===== src/rtl/a5_pkg.sv =====
// a5_pkg: shared state encoding and Wishbone constants for the A5/1 keystream path
package a5_pkg;
  typedef enum logic [1:0] {IDLE, ISSUE, WAIT_ACK, GAP} fetch_state_e;
  localparam logic [3:0]  WB_SEL_ALL   = 4'hF;
  localparam logic [31:0] KS_DATA_ADDR = 32'h0;
endpackage


===== src/rtl/a5_ks_fifo.sv =====
// a5_ks_fifo: first-word fall-through FIFO buffering fetched keystream words
module a5_ks_fifo #(
  parameter int WIDTH = 32,
  parameter int DEPTH = 4
) (
  input  logic                     clk,
  input  logic                     reset_n,
  input  logic                     push,
  input  logic [WIDTH-1:0]         din,
  input  logic                     pop,
  output logic [WIDTH-1:0]         dout,
  output logic                     empty,
  output logic                     full,
  output logic [$clog2(DEPTH):0]   count
);
  localparam int AW = $clog2(DEPTH);
  logic [WIDTH-1:0] mem_q [DEPTH];
  logic [AW-1:0]    rd_q, wr_q;
  logic [AW:0]      cnt_q;
  logic             do_push, do_pop;
  assign empty   = cnt_q == '0;
  assign full    = cnt_q == (AW+1)'(DEPTH);
  assign count   = cnt_q;
  assign dout    = mem_q[rd_q];
  assign do_pop  = pop && !empty;
  assign do_push = push && (!full || do_pop);
  always_ff @(posedge clk or negedge reset_n) begin
    if (!reset_n) begin
      for (int i = 0; i < DEPTH; i++) mem_q[i] <= '0;
      rd_q  <= '0;
      wr_q  <= '0;
      cnt_q <= '0;
    end else begin
      if (do_push) begin
        mem_q[wr_q] <= din;
        wr_q        <= wr_q + 1'b1;
      end
      if (do_pop) rd_q <= rd_q + 1'b1;
      cnt_q <= cnt_q + (AW+1)'(do_push) - (AW+1)'(do_pop);
    end
  end
endmodule


===== src/rtl/a5_keystream_fetcher.sv =====
// a5_keystream_fetcher: Wishbone read initiator streaming A5/1 keystream words through a FIFO
module a5_keystream_fetcher
  import a5_pkg::*;
#(
  parameter logic [31:0] KS_ADDR        = KS_DATA_ADDR,
  parameter int          FIFO_DEPTH     = 4,
  parameter int          TIMEOUT_CYCLES = 16
) (
  input  logic        clk,
  input  logic        reset_n,
  input  logic        start,
  input  logic [15:0] word_count,
  output logic        busy,
  output logic        done,
  output logic        timeout_err,
  output logic        wbm_cyc_o,
  output logic        wbm_stb_o,
  output logic        wbm_we_o,
  output logic [3:0]  wbm_sel_o,
  output logic [31:0] wbm_adr_o,
  input  logic [31:0] wbm_dat_i,
  input  logic        wbm_ack_i,
  output logic [31:0] ks_data,
  output logic        ks_valid,
  input  logic        ks_ready
);
  localparam int TW = $clog2(TIMEOUT_CYCLES + 1);
  localparam int CW = $clog2(FIFO_DEPTH) + 1;
  fetch_state_e  state_q;
  logic [15:0]   remaining_q;
  logic [TW-1:0] tcnt_q;
  logic          busy_q, done_q, terr_q, stb_q;
  logic [3:0]    sel_q;
  logic [31:0]   adr_q;
  logic          fifo_push, fifo_pop, fifo_empty, fifo_full;
  logic [CW-1:0] fifo_count;
  assign busy        = busy_q;
  assign done        = done_q;
  assign timeout_err = terr_q;
  assign wbm_cyc_o   = stb_q;
  assign wbm_stb_o   = stb_q;
  assign wbm_we_o    = 1'b0;
  assign wbm_sel_o   = sel_q;
  assign wbm_adr_o   = adr_q;
  assign ks_valid    = !fifo_empty;
  assign fifo_pop    = ks_valid && ks_ready;
  // Only a read issued with a free slot can be acked, so the full guard never drops data.
  assign fifo_push   = (state_q == WAIT_ACK) && wbm_ack_i && (!fifo_full || fifo_pop);
  a5_ks_fifo #(.WIDTH(32), .DEPTH(FIFO_DEPTH)) u_fifo (
    .clk     (clk),
    .reset_n (reset_n),
    .push    (fifo_push),
    .din     (wbm_dat_i),
    .pop     (fifo_pop),
    .dout    (ks_data),
    .empty   (fifo_empty),
    .full    (fifo_full),
    .count   (fifo_count)
  );
  always_ff @(posedge clk or negedge reset_n) begin
    if (!reset_n) begin
      state_q     <= IDLE;
      remaining_q <= '0;
      tcnt_q      <= '0;
      busy_q      <= 1'b0;
      done_q      <= 1'b0;
      terr_q      <= 1'b0;
      stb_q       <= 1'b0;
      sel_q       <= '0;
      adr_q       <= '0;
    end else begin
      done_q <= 1'b0;
      case (state_q)
        IDLE: if (start) begin
          terr_q <= 1'b0;
          if (word_count != '0) begin
            remaining_q <= word_count;
            busy_q      <= 1'b1;
            state_q     <= ISSUE;
          end else done_q <= 1'b1;
        end
        ISSUE: if (fifo_count < CW'(FIFO_DEPTH)) begin
          stb_q   <= 1'b1;
          sel_q   <= WB_SEL_ALL;
          adr_q   <= KS_ADDR;
          tcnt_q  <= '0;
          state_q <= WAIT_ACK;
        end
        WAIT_ACK: begin
          tcnt_q <= tcnt_q + TW'(1);
          if (wbm_ack_i) begin
            stb_q       <= 1'b0;
            sel_q       <= '0;
            adr_q       <= '0;
            remaining_q <= remaining_q - 16'd1;
            if (remaining_q == 16'd1) begin
              done_q  <= 1'b1;
              busy_q  <= 1'b0;
              state_q <= IDLE;
            end else state_q <= GAP;
          end else if (tcnt_q == TW'(TIMEOUT_CYCLES - 1)) begin
            stb_q       <= 1'b0;
            sel_q       <= '0;
            adr_q       <= '0;
            remaining_q <= '0;
            terr_q      <= 1'b1;
            done_q      <= 1'b1;
            busy_q      <= 1'b0;
            state_q     <= IDLE;
          end
        end
        GAP:     state_q <= ISSUE;
        default: state_q <= IDLE;
      endcase
    end
  end
endmodule


===== config.mk =====
export PLATFORM = sky130hd
export DESIGN_NAME = a5_keystream_fetcher
export DESIGN_NICKNAME = d
export VERILOG_FILES = /design/src/rtl/a5_pkg.sv /design/src/rtl/a5_ks_fifo.sv /design/src/rtl/a5_keystream_fetcher.sv
export SDC_FILE = /design/constraint.sdc
export NUM_CORES = 1
export LEC_CHECK = 0
export ABC_CLOCK_PERIOD_IN_PS = 2150
export CORE_MARGIN = 3
export CORE_UTILIZATION = 54
export DETAILED_ROUTE_END_ITERATION = 8
export GPL_TIMING_DRIVEN = 0
export PLACE_DENSITY = 0.81
export SLEW_MARGIN = 20
export SYNTH_ARGS = -nofsm -noshare
export SYNTH_HDL_FRONTEND = slang
export SYNTH_SLANG_ARGS = --single-unit

===== constraint.sdc =====
create_clock -name clk -period 2.15 [get_ports clk]
set_input_delay 0.43 -clock clk [delete_from_list [all_inputs] [get_ports clk]]
set_output_delay 0.43 -clock clk [all_outputs]
set_load 0.02 [all_outputs]

## Word level (Yosys, flattened, before mapping)

Index checks and enable logic that the tools add are counted.
W data, S select, Z words.

| storage, ports and cells | value |
|---|---|
| bits in registers | 198 |
| input bits | 53 |
| output and inout bits | 75 |

| operators by class | value |
|---|---|
| add/subtract/negate cells | 6 |
| magnitude comparators | 4 |
| equal/unequal tests | 13 |
| muxes and demuxes | 47 |
| bitwise operators | 2 |
| reduce and logical (&&, ||, !) cells | 21 |

Operators by type and width:

| cell | count |
|---|---|
| $mux W32 | 6 |
| $bwmux W128 | 1 |
| $bmux W32 S2 | 1 |
| $demux W32 S2 | 1 |
| $mux W16 | 4 |
| $pmux W32 S2 | 1 |
| $pmux W16 S2 | 1 |
| $eq A16 B1 Y1 const B | 1 |
| $reduce_bool A16 Y1 | 1 |
| $sub A16 B1 Y16 const B | 1 |
| $mux W1 | 15 |
| $mux W2 | 6 |
| $mux W4 | 3 |
| $reduce_and A4 Y1 | 3 |
| $pmux W5 S2 | 1 |
| $ne A2 B2 Y1 const B | 4 |
| $pmux W1 S2 | 4 |
| $pmux W2 S4 | 1 |
| $pmux W4 S2 | 1 |
| $ge A3 B3 Y1 const B | 2 |
| $logic_and A1 B1 Y1 | 6 |
| $ne A3 B2 Y1 const B | 2 |
| $not A2 Y3 | 2 |
| $add A5 B1 Y5 const B | 1 |
| 19 further kinds | 24 |

## Longest topological paths before layout

Gate-level depths: netlist of the first run.

| logic depth | value |
|---|---|
| word-level depth | 8 |
| gate-level depth with buffers | 9 |
| mapped depth without buffers | 8 |

## Hierarchy

Synthesis of the first run repeated with hierarchy kept, for this count alone.

| unflattened totals | value |
|---|---|
| cells, all modules | 581 |
| area total of the unflattened synthesis | 7913.8 um^2 |

By module, submodules not included:

| module | instances | cells an instance | area an instance (um^2) | sequential area each (um^2) |
|---|---|---|---|---|
| a5_ks_fifo | 1 | 346 | 5964.5 | 3378.2 |
| a5_keystream_fetcher | 1 | 235 | 1949.4 | 675.6 |

## Worst setup path after synthesis of the first run

OpenSTA, ideal clock, no wires.

| timing path | value |
|---|---|
| kind | register to register |
| from | register u_fifo.cnt_q[0] (netlist: u_fifo.count[0]) |
| to | register u_fifo.cnt_q[2] (netlist: u_fifo.count[2]) |
| setup time | 0.123 ns |
| arrival | 2.052 ns |
| required time | 2.027 ns |
| path slack | -0.025 ns |
| cell stages (with the launch flop) | 9 |
| path buffers | 0 |
| period minus slack after synthesis | 2.175 ns |
| path through | dfrtp_1 -> or3_1 -> and2_1 -> ha_1 -> inv_1 -> ha_1 -> inv_1 -> fa_1 -> xnor2_1 |

| on the way | value |
|---|---|
| word-level cells in the longest chain between the ends | 8 |

Ends and longest elaborated chain:

| what | RTL line | text |
|---|---|---|
| start, declared | a5_ks_fifo.sv:19 | `logic [AW:0] cnt_q;` |
| start signal, assigned | a5_ks_fifo.sv:39 | `cnt_q <= cnt_q + (AW+1)'(do_push) - (AW+1)'(do_pop);` |
| $logic_not A3 Y1 (*) | a5_ks_fifo.sv:21 | `assign empty = cnt_q == '0;` |
| $logic_not A1 Y1 (*) | a5_keystream_fetcher.sv:45 | `assign ks_valid = !fifo_empty;` |
| named net ks_valid | a5_keystream_fetcher.sv:24 | `output logic ks_valid,` |
| $logic_and A1 B1 Y1 | a5_keystream_fetcher.sv:46 | `assign fifo_pop = ks_valid && ks_ready;` |
| $logic_and A1 B1 Y1 (*) | a5_ks_fifo.sv:25 | `assign do_pop = pop && !empty;` |
| named net u_fifo.do_pop | a5_ks_fifo.sv:20 | `logic do_push, do_pop;` |
| $logic_or A1 B1 Y1 | a5_ks_fifo.sv:26 | `assign do_push = push && (!full \|\| do_pop);` |
| $logic_and A1 B1 Y1 | a5_ks_fifo.sv:26 |  |
| $add A3 B1 Y3 | a5_ks_fifo.sv:39 |  |
| $sub A3 B1 Y3 (*) | a5_ks_fifo.sv:39 |  |

The timed path passes the listed nets; every way through them passes the cells marked *.
A chain may end at the register's enable or synchronous reset.

## Final worst setup path of the first run

| timing path | value |
|---|---|
| from | register u_fifo.rd_q[0] |
| to | output port ks_data[1] |

| on the way | value |
|---|---|
| word-level cells in the longest chain between the ends | 4 |

Ends and longest elaborated chain:

| what | RTL line | text |
|---|---|---|
| start, declared | a5_ks_fifo.sv:18 | `logic [AW-1:0] rd_q, wr_q;` |
| start signal, assigned | a5_ks_fifo.sv:38 | `if (do_pop) rd_q <= rd_q + 1'b1;` |
| $not A2 Y3 (not written as such) | a5_ks_fifo.sv:24 | `assign dout = mem_q[rd_q];` |
| $bmux W32 S2 | a5_ks_fifo.sv:24 |  |
| $mux W32 (not written as such) (2 in a row) | a5_ks_fifo.sv:24 |  |
| end, declared | a5_keystream_fetcher.sv:23 | `output logic [31:0] ks_data,` |

Every way passes these cells. The select of a mux whose other input is x is not followed.

==> impl_results.md, run 1 <==
* Status: complete, but fails checks
* Failing checks: setup timing
* Worst r2r path cells at 8
* Wire length per cell at about 18 um
* Sequential power share at 36.5%
* Tot GR Track Use at 21.59%
* Largest net degree at the start of global routing at 99
* Die H at between 100 and 150 um
* RSZ-0062 raised after global routing: yes
* Final ANT Viol Nets at 0
* Post-route cell area at 9913 um^2
* Crit path kind: reg -> out
* Number of synthesized flops with an enable pin at 0
* Worst-Skew Late Latency at ~0.42 ns
* Residual DRC count at 0
* Total CTS buffers at 17
* Filler Cells Inserted at 957
* Worst R2R End: u_fifo.count[1]
* Reg2Reg Setup Slack at 0.06 ns
* Vias in the first global route at 5448
* Layout cell share with drive strength beyond 1 at 41.11%
* Port Buf Inserts at 94
* Die area at 16010 um^2
* FF-to-FF Start: u_fifo.count[2]
* H-tree Lvls at 4
* FF+latch count, synth at between 150 and 200
* Root Buffer: clkbuf_16
* # IOs at 128
* Final nets at roughly 800
* Final Max Slew Viols at 0
* Clock Skew at 0.005401 ns
* Seq/Total Area, Yosys at 51.67%
* Clock Sinks at 162
* Synth warn at 0
* Tightest Pin Transition at 0.7381 ns
* Drt total wl at 16790 um
* Max Cap Viol at 0
* Pwr Density at 1419 nW/um^2
* First-pass GRT wire length at 27300 um
* Lkg Pwr at 4.676 nW
* Cell Area, Synth at 7845 um^2
* Period minus WS final at about 2.2 ns
* Crit share post-route at 102.5%
* HP Class: in -> async
* Area Overhead vs Synth at 26.36%
* CP Data Required Time at 1.72 ns
* CP arrival at around 1.8 ns
* P_sw at 4.764 mW
* Final setup viols at 31
* CTS tree: built
* Die X at 126.5 um
* Final WS setup at -0.05410 ns
* Core area at 14040 um^2
* Initial DRC Count at 249
* GRT Residual Overflow at 0
* Crit path capture type: primary output
* Antenna violations before repair at 0
* Mapped Cells at ~570
* CP max FO at 9
* Commonest cells after routing, fill and taps aside: dfrtp_1, mux2_2, clkdlybuf4s50_1
* N_diodes at 0
* CP endpoint: ks_data[1]
* Final-report hold violation count at 0
* Clock network power share at 19.2%
* Fmax achieved at 453.7 MHz
* Worst setup path start: u_fifo.rd_q[0]
* Via count at 5094
* CTS max path bufs at 2
* Clock transition at path regs at 0.06 ns
* Distinct cells, synth at 53
* Slew headroom at 50.79%
* Area post-placement at between 9000 and 10000 um^2
* Post-synthesis async set-or-reset flop share at 100.0%
* Startpoint Class: flop
* Commonest non-fill, non-tap cell in the layout: dfrtp_1
* Mapped Avg Cell Area at 13.74 um^2
* Vias per Instance at 5.525
* Finished Core Util at 70.60%
* VDD IR max at 827.8 uV
* Ys flop type: dfrtp_1
* Internal power at between 9 and 10 mW
* Initial Util at roughly 56%
* Global placement routability congestion at 0.8302
* Sw frac at between 30% and 40%
* Standard-cell rows at 43
* # hold bufs at CTS at 0
* Drt first pass iters at 4
* Dpl hpwl at 11420 um
* Combinational power share at 44.3%
## critical path, stage by stage, from the launching register on
cell and delay [ns]:
dfrtp_1 0.37, buf_12 0.16, buf_4 0.14, mux4_2 0.51, buf_2 0.18
## layout make-up
cell class                 instances  area [um^2]  share of cell area (%)
buffer                            63        510.5                   5.150
clock buffer                      25        495.5                   4.998
clock inverter                     5        28.78                  0.2903
inverter                          15        60.06                  0.6058
multi-input combinational        362         3481                   35.11
sequential                       162         4056                   40.92
tap                              180        225.2                   2.272
timing repair buffer             110         1056                   10.65
## flip-flops by register name (all words and copies together) (netlist names)
register      count
busy              1
done              1
remaining_q      16
state_q           2
tcnt_q            5
timeout_err       1
u_fifo.count      3
u_fifo.mem_q    128
u_fifo.rd_q       2
u_fifo.wr_q       2
wbm_sel_o         1
## logic make-up (layout without fill, tap and decap cells)
| kind of cell | count (synthesis) | in the layout | share of synthesized area [%] |
|---|---|---|---|
| adder cells (fa/ha/maj) | 14 | 14 | 2.329 |
| flip-flops | 162 | 162 | 51.67 |
| multiplexers | 163 | 163 | 27.94 |
| XOR/XNOR | 5 | 5 | 0.5582 |
| AND/OR/NAND/NOR | 72 | 72 | 5.758 |
| other | 1 | 33 | 0.04780 |
| buffers and inverters | 79 | 218 | 6.045 |
| AO/OA/AOI/OAI | 75 | 75 | 5.646 |
## power groups by stage
stage | sequential (mW) | combinational [mW] | clock, mW
final | 5.13 | 6.24 | 2.70
after global routing | 5.28 | 6.72 | 2.89
after CTS | 5.12 | 5.99 | 2.77
after detailed placement | 5.15 | 5.93 | 0
after global placement | 5.02 | 5.74 | 0
after floorplan | 4.90 | 4.05 | 0
## synthesized netlist by cell type, types with 14 or more instances
library cell | number | area (um^2)
o21ai_1 | 14 | 70.07
nand2_1 | 16 | 60.06
nor2_1 | 17 | 63.81
buf_2 | 19 | 95.09
mux4_2 | 32 | 720.7
o21ai_0 | 23 | 115.1
inv_1 | 14 | 52.55
buf_4 | 39 | 292.8
dfrtp_1 | 162 | 4054
a21oi_1 | 17 | 85.08
mux2_1 | 20 | 225.2
mux2_2 | 108 | 1216
## per-layer routing
metal / global-route usage, % / wire length [um] / vias up / part of all wire, %
met5: 0 / 0 / - / 0
met4: 7.129 / 226 / 0 / 1.3
met3: 5.179 / 862 / 22 / 5.1
met2: 36.64 / 8765 / 126 / 52
met1: 27.46 / 6940 / 2603 / 41
li1: - / - / 2343 / -
## what timing repair did
| action | CTS | global route |
|---|---|---|
| pin swaps | 0 | 6 |
| cloned | 1 | 2 |
| setup buffers | 4 | 9 |
| resized for setup | 177 | 29 |
| endpoints found under the setup margin | 36 | 162 |
## how the worst min path moves through the flow
stage	from	endpoint	slack (ns)	cells after the start
6_report	reset_n	u_fifo.mem_q[61]	0.06	1
5_1_grt	reset_n	u_fifo.mem_q[29]	0.11	1
4_1_cts	reset_n	u_fifo.mem_q[62]	0.07	1
3_5_place_dp	u_fifo.mem_q[13]	u_fifo.mem_q[13]	0.48	1
3_3_place_gp	tcnt_q[4]	tcnt_q[4]	0.46	2
2_1_floorplan	reset_n	busy	0.13	0
## through the flow
step / cells / power [mW] / hold slack (ns) / setup TNS [ns] / worst slack [ns]
floorplan: 603 / 8.950 / 0.1344 / 0 / 0.05091
global placement: 877 / 10.77 / 0.4639 / -925.21 / -5.537
detailed placement: 878 / 11.07 / 0.4756 / -37.86 / -0.4679
CTS: 912 / 13.88 / 0.07445 / -2.088 / -0.1389
global route: 922 / 14.89 / 0.1063 / -2.775 / -0.1113
finish: 922 / 14.07 / 0.05928 / -0.9215 / -0.05410
No activity file was read; power rests on OpenSTA's default activity.
==> inputs of run 2 (changes only) <==
--- a/config.mk
+++ b/config.mk
@@ -5,9 +5,10 @@
 export SDC_FILE = /design/constraint.sdc
 export NUM_CORES = 1
 export LEC_CHECK = 0
+export ABC_AREA = 1
 export ABC_CLOCK_PERIOD_IN_PS = 2150
 export CORE_MARGIN = 3
-export CORE_UTILIZATION = 54
+export CORE_UTILIZATION = 55
 export DETAILED_ROUTE_END_ITERATION = 8
 export GPL_TIMING_DRIVEN = 0
 export PLACE_DENSITY = 0.81
==> run 2 against run 1 <==
Against the previous run: the flow now finishes without violations; count of clock-buffer cells in the layout down 7; clock skew rose by 0.0079 ns; synthesized cell count grew 94%; first-iteration DRC count rose to 2.7 times the previous value; combinational power increased by 20%; wire length increased by 38%; cell count grew 57%; hold slack better by 0.42 ns; critical endpoint is now ks_data[31]; largest power group unchanged.
==> impl_results.md, run 2 <==
* RSZ-0062 raised after global routing: yes
* FF+latch count, synth at 162 (unchanged)
* Slowest cell on crit path: dfrtp_2
* Global placement routability congestion at 0.8709 (+4.9%)
* Global Route met2 Usage at 44.58% (+7.9 points)
* Final setup viols at 0 (-100%)
* CP max stage delay at 0.46 ns (-0.05 ns)
* Layout cell share with drive strength beyond 1 at 15.18% (-26 points)
* Final standard cell count with taps included and fillers excluded at 1449 (+57%)
* Drt first pass iters at 6 (+2)
* Drt total wl at 23180 um (+38%)
* Area post-placement at 9873 um^2 (+7.7%)
* Via count at 7944 (+56%)
* Crit path capture type: primary output
* Crit path kind: reg -> out
* Reg2Reg Setup Slack at 0.15 ns (+0.09 ns)
* Pwr Density at 1468 nW/um^2 (+3.4%)
* Wire length per cell at 15.99 um (-12%)
* N_diodes at 0 (unchanged)
* Worst-Skew Late Latency at 0.44 ns (+0.02 ns)
* Yosys top cell area share at 47.42% (-4.3 points)
* Root Buffer: clkbuf_16
* Cell Area, Synth at 8549 um^2 (+9.0%)
* Met3 usage at 6.341% (+1.2 points)
* CP endpoint: ks_data[31]
* Vias in the first global route at 7437 (+37%)
* GRT Residual Overflow at 0 (unchanged)
* Mapped Avg Cell Area at 7.737 um^2 (-44%)
* CP cell instances: clkinv_4 -> clkbuf_4 -> nor2_1 -> o22ai_2 -> buf_4
* Commonest non-fill, non-tap cell in the layout: nand2_1
* Antenna violations before repair at 0 (unchanged)
* Tot GR Track Use at 28.03% (+6.4 points)
* Number of synthesized flops with an enable pin at 0 (unchanged)
* Status: finished, final reports clean
* Clock transition at path regs at 0.07 ns (about the same)
* Filler Cells Inserted at 1201 (+25%)
* Synth warn at 0 (unchanged)
* Commonest cells after routing, fill and taps aside: nand2_1, dfrtp_1, o21ai_0
* First-pass GRT wire length at 37490 um (+37%)
* Post-route cell area at 10510 um^2 (+6.0%)
* Met1 usage at 38.04% (+11 points)
* Initial DRC Count at 680 (+170%)
* Tightest Pin Transition at 0.5788 ns (-0.1593 ns)
* Core area at 14860 um^2 (+5.9%)
* Max reg flops at 128 (unchanged)
* HP Class: reg -> reg
* Initial Util at 57.52% (+1.6 points)
* Most instantiated library cell after synthesis: nand2_1
* Standard-cell rows at 44 (+2.3%)
* Busiest grt layer: met2
* Worst setup path start: u_fifo.rd_q[0]
* H-tree Lvls at 4 (unchanged)
* Slew headroom at 61.41% (+11 points)
* Final Max Slew Viols at 0 (unchanged)
* Max Cap Viol at 0 (unchanged)
* # IOs at 128 (unchanged)
* Mapped Cells at 1105 (+94%)
* Post-synthesis async set-or-reset flop share at 100.0% (unchanged)
* Fmax achieved at 468.0 MHz (+3.2%)
* CP arrival at 1.71 ns (-0.06 ns)
* Area Overhead vs Synth at 22.93%
* Clock Skew at 0.01331 ns (+0.007910 ns)
* CP Data Required Time at 1.72 ns (about the same)
* Dpl hpwl at 15460 um (+35%)
* Period minus WS final at 2.137 ns (-0.06741 ns)
* Largest area contributor in the netlist: dfrtp_1
* Crit share post-route at 99.38% (-3.1 points)
* Vias per Instance at 5.482 (-0.77%)
* Port Buf Inserts at 94 (unchanged)
* Die area at 17080 um^2 (+6.7%)
* VDD IR max at 848.1 uV (+2.5%)
* FF-to-FF Start: state_q[0]
* Worst R2R End: u_fifo.count[2]
* CTS max path bufs at 2 (unchanged)
* Final ANT Viol Nets at 0 (unchanged)
* Lkg Pwr at 5.386 nW (+15%)
* Biggest register: u_fifo.mem_q
* Tot Pwr at 15.43 mW (+9.7%)
* Ys flop type: dfrtp_1
* Synth area leaders: dfrtp_1, nand2_1, o21ai_0, nor2_1, buf_4
* Worst r2r path cells at 10 (+2)
* CP max FO at 10 (+1)
* Final-report hold violation count at 0 (unchanged)
* Die H at 130.7 um (+3.3%)
* Residual DRC count at 0 (unchanged)
* Final nets at 1319 (+65%)
* Seq/Total Area, Yosys at 47.42% (-4.3 points)
* Worst Hold Slack at 0.4758 ns (+0.4166 ns)
* Total CTS buffers at 17 (unchanged)
* Finished Core Util at 70.71% (+0.11 points)
* Post-synth top cells: nand2_1, o21ai_0, dfrtp_1, nor2_1, inv_1
* Distinct cells, synth at 39 (-26%)
* Top Registers: u_fifo.mem_q (128), remaining_q (16), tcnt_q (5)
* Largest net degree at the start of global routing at 88 (-11%)
* Startpoint Class: flop
* Die X at 130.7 um (+3.3%)
* CTS tree: built
* Clock Sinks at 162 (unchanged)
* Placed Instances at 1416 (+61%)
[run 2: timing repair]
item,CTS,global route
pin swaps,0,2
resized for setup,180,37
cloned,0,0
hold buffers,1,0
endpoints found under the hold margin,52,0
buffers inserted,0,1
setup endpoints to repair,34,31
[run 2: metal layers]
| metal | part of all wire, % | wire [um] | vias up |
|---|---|---|---|
| met3 | 8.4 | 1946 | 37 |
| met4 | 1.8 | 413 | 0 |
| met5 | 0 | 0 | - |
| li1 | - | - | 3810 |
| met1 | 42 | 9812 | 3740 |
| met2 | 47 | 11010 | 357 |
[run 2: how the worst min path moves through the flow]
stage,from,end,slack [ns],depth (start not counted)
finish,u_fifo.mem_q[92],u_fifo.mem_q[92],0.48,2
global placement,u_fifo.mem_q[46],u_fifo.mem_q[46],0.45,2
floorplan,reset_n,busy,0.13,0
CTS,u_fifo.mem_q[45],u_fifo.mem_q[45],0.47,2
detailed placement,reset_n,remaining_q[11],0.44,1
global route,u_fifo.mem_q[45],u_fifo.mem_q[45],0.50,2
[run 2: logic make-up after synthesis]
kind of cell | count (synthesis) | synth area share (%)
multiplexers | 1 | 0.1171
XOR/XNOR | 5 | 0.5123
AND/OR/NAND/NOR | 513 | 23.74
flip-flops | 162 | 47.42
AO/OA/AOI/OAI | 259 | 16.11
other | 1 | 0.04386
adder cells (fa/ha/maj) | 14 | 2.137
buffers and inverters | 150 | 9.922
[run 2: where the power goes]
part           internal [mW]  switching (mW)
sequential              4.19           0.719
combinational           2.73            4.78
clock                   1.66            1.36
[run 2: worst max-delay path, delay by kind of cell, from the launching register on]
family                 cells  cell delay [ns]
flip-flops                 1             0.46
AO/OA/AOI/OAI              1             0.22
buffers and inverters      3             0.51
AND/OR/NAND/NOR            1             0.08
[run 2: area by class of cell]
type                            count  area, um^2  share of cell area (%)
Multi-Input combinational cell    825        3809                   36.24
Clock inverter                     14       148.9                   1.417
Clock buffer                       18       439.2                   4.179
Inverter                           50       205.2                   1.952
Buffer                             99       758.2                   7.214
Sequential cell                   162        4056                   38.60
Timing Repair Buffer               97       863.3                   8.214
Tap cell                          184       230.2                   2.190
[run 2: stage by stage]
stage	TNS [ns]	setup WS (ns)
floorplan	0	0.1943
global placement	-982.24	-6.019
detailed placement	-8.632	-0.4158
CTS	-0.01808	-0.01808
global route	-0.2513	-0.05911
finish	0	0.01331
==> inputs of run 3 (changes only) <==
--- a/config.mk
+++ b/config.mk
@@ -6,7 +6,7 @@
 export NUM_CORES = 1
 export LEC_CHECK = 0
 export ABC_AREA = 1
-export ABC_CLOCK_PERIOD_IN_PS = 2150
+export ABC_CLOCK_PERIOD_IN_PS = 2350
 export CORE_MARGIN = 3
 export CORE_UTILIZATION = 55
 export DETAILED_ROUTE_END_ITERATION = 8
==> constraint.sdc (replaced) <==
create_clock -name clk -period 2.35 [get_ports clk]
set_input_delay 0.47 -clock clk [delete_from_list [all_inputs] [get_ports clk]]
set_output_delay 0.47 -clock clk [all_outputs]
set_load 0.02 [all_outputs]
==> run 3 against run 2 <==
Against the previous run: the flow now finishes with violations (hold timing); critical path type unchanged; non-clock buffer count shrank 2; die area did not move; power shrank 9.1%; critical endpoint unchanged; sequential share of layout area rose by 0.078 points; first-iteration DRC count grew 1.3%; clock skew fell by 0.0012 ns; largest power group unchanged; clock power is 8.3% lower; flip-flop and latch count unchanged; hold slack worse by 0.49 ns; cell count shrank 0.14%; critical path depth did not move.
==> impl_results.md, run 3 (same netlist as run 2, synthesis figures left out) <==
* Largest net degree at the start of global routing at 88 (unchanged)
* Port Buf Inserts at 94 (unchanged)
* Status: complete, but fails checks
* Crit path kind: reg -> out
* Startpoint Class: flop
* Max Cap Viol at 0 (unchanged)
* Total CTS buffers at 17 (unchanged)
* HP Class: in -> async
* Vias per Instance at 5.476 (-0.11%)
* Initial DRC Count at 689 (+1.3%)
* Area of the multi-input gates at 3780 um^2 (-0.76%)
* Biggest register: u_fifo.mem_q
* Clock Skew at 0.01206 ns (-0.001249 ns)
* Failing checks: hold timing
* Max reg flops at 128 (unchanged)
* H-tree Lvls at 4 (unchanged)
* Pwr Density at 1337 nW/um^2 (-8.9%)
* GRT Residual Overflow at 0 (unchanged)
* Worst r2r path cells at 10 (unchanged)
* Drt first pass iters at 5 (-1)
* Die X at 130.7 um (unchanged)
* CTS tree: built
* Final ANT Viol Nets at 0 (unchanged)
* Dpl hpwl at 15460 um (unchanged)
* Slew headroom at 60.78% (-0.63 points)
* Commonest non-fill, non-tap cell in the layout: nand2_1
* First-pass GRT wire length at 37370 um (-0.33%)
* Clock Sinks at 162 (unchanged)
* Tightest Pin Transition at 0.5883 ns (+0.009439 ns)
* Clock transition at path regs at 0.07 ns (about the same)
* Period minus WS final at ~2.3 ns
* Post-route cell area at 10490 um^2 (-0.20%)
* CP max FO at 10 (unchanged)
* Area post-placement at 9873 um^2 (unchanged)
* Layout cell share with drive strength beyond 1 at 14.65% (-0.53 points)
* Final WS setup at 0.05497 ns (+0.04166 ns)
* Final nets at 1317 (-0.15%)
* Via count at 7924 (-0.25%)
* Lkg Pwr at 5.343 nW (-0.80%)
* Vias in the first global route at 7464 (+0.36%)
* Top Registers: u_fifo.mem_q (128), remaining_q (16), tcnt_q (5)
* Crit share post-route at 97.66%
* CP Data Required Time at 1.88 ns (+0.16 ns)
* Sequential Area at 4056 um^2 (unchanged)
* Commonest cells after routing, fill and taps aside: nand2_1, o21ai_0, dfrtp_1
* Drt total wl at 23000 um (-0.76%)
* Worst Hold Slack at -0.01294 ns (-0.4888 ns)
* Core area at 14860 um^2 (unchanged)
* Setup WS pre-CTS at -0.2558 ns (+0.1600 ns)
* Final Max Slew Viols at 0 (unchanged)
* VDD IR max at 723.1 uV (-15%)
* Area Overhead vs Synth at 22.68%
* Die H at 130.7 um (unchanged)
* Standard-cell rows at 44 (unchanged)
* Antenna violations before repair at 0 (unchanged)
* Wire length per cell at 15.89 um (-0.63%)
* Tot GR Track Use at 27.88% (-0.15 points)
* Crit path capture type: primary output
* CTS max path bufs at 2 (unchanged)
* Final setup viols at 0 (unchanged)
* Root Buffer: clkbuf_16
* CP arrival at 1.83 ns (+0.12 ns)
* Die area at 17080 um^2 (unchanged)
* # IOs at 128 (unchanged)
* Residual DRC count at 0 (unchanged)
* Fin Setup TNS at 0 ns (unchanged)
* Global placement routability congestion at 0.8709 (unchanged)
* Final-report hold violation count at 4 (+4)
* Filler Cells Inserted at 1210 (+0.75%)
* N_diodes at 0 (unchanged)
* Initial Util at 57.52% (unchanged)
* Fmax achieved at 435.7 MHz
* Worst-Skew Late Latency at 0.45 ns (about the same)
==> run 3: cell types whose count changed in the layout (fill, tap and decap cells not counted), sizes merged <==
cell,before,now
clkdlybuf4s50,60,61
buf,113,87
dlygate4sd3,1,0
dlymetal6s2s,1,0
clkbuf,39,45
clkdlybuf4s15,0,19
==> run 3: stage by stage <==
stage / total power [mW] / utilization (%) / std cells
2_1_floorplan: 8.705 / - / 1137
3_3_place_gp: 11.11 / 66.20 / 1415
3_5_place_dp: 11.27 / 66.42 / 1416
4_1_cts: 14.04 / 70.96 / 1448
5_1_grt: 15.00 / 70.56 / 1447
6_report: 14.02 / 70.56 / 1447
==> run 3: final cells by class <==
class / instances / area share [%]
Sequential cell: 162 / 38.67
Timing Repair Buffer: 95 / 8.899
Clock inverter: 14 / 1.420
Clock buffer: 18 / 4.187
Multi-Input combinational cell: 825 / 36.04
Buffer: 99 / 6.716
Inverter: 50 / 1.873
Tap cell: 184 / 2.195
==> run 3: final timing paths <==
kind / from / to / slack (ns)
max: u_fifo.rd_q[0] / ks_data[31] / 0.05
min: reset_n / remaining_q[11] / -0.01
max reg2reg: state_q[0] / u_fifo.count[1] / 0.22
min reg2reg: u_fifo.mem_q[92] / u_fifo.mem_q[92] / 0.48
max in group asynchronous: reset_n / u_fifo.mem_q[94] / 1.52
min in group clk: u_fifo.mem_q[92] / u_fifo.mem_q[92] / 0.48
==> run 3: repair_timing <==
item / 4_1_cts / 5_1_grt
setup buffers: 0 / 0
endpoints found under the setup margin: 32 / 34
pin swaps: 0 / 1
resized for setup: 118 / 36
hold buffers: 0 / 0
==> run 3: routing by layer <==
metal / global-route usage (%) / wire [um] / vias to the layer above
met5: 0 / 0 / -
met4: 9.861 / 489 / 0
met3: 6.301 / 1892 / 43
met2: 44.25 / 10800 / 375
met1: 37.96 / 9819 / 3697
li1: - / - / 3809
==> run 3: report_power, final <==
part           total [mW]  leakage [nW]  switching (mW)  internal (mW)
sequential           4.48          2.11           0.647           3.83
clock                2.77         0.280            1.25           1.52
combinational        6.77          2.95            4.30           2.47
total                14.0          5.34            6.20           7.82
==> run 3: critical path, stage by stage (launching register included) <==
cell             delay, ns
dfrtp_2               0.44
inv_4                 0.13
clkbuf_4              0.22
nor2_1                0.08
o22ai_2               0.23
clkdlybuf4s15_2       0.29
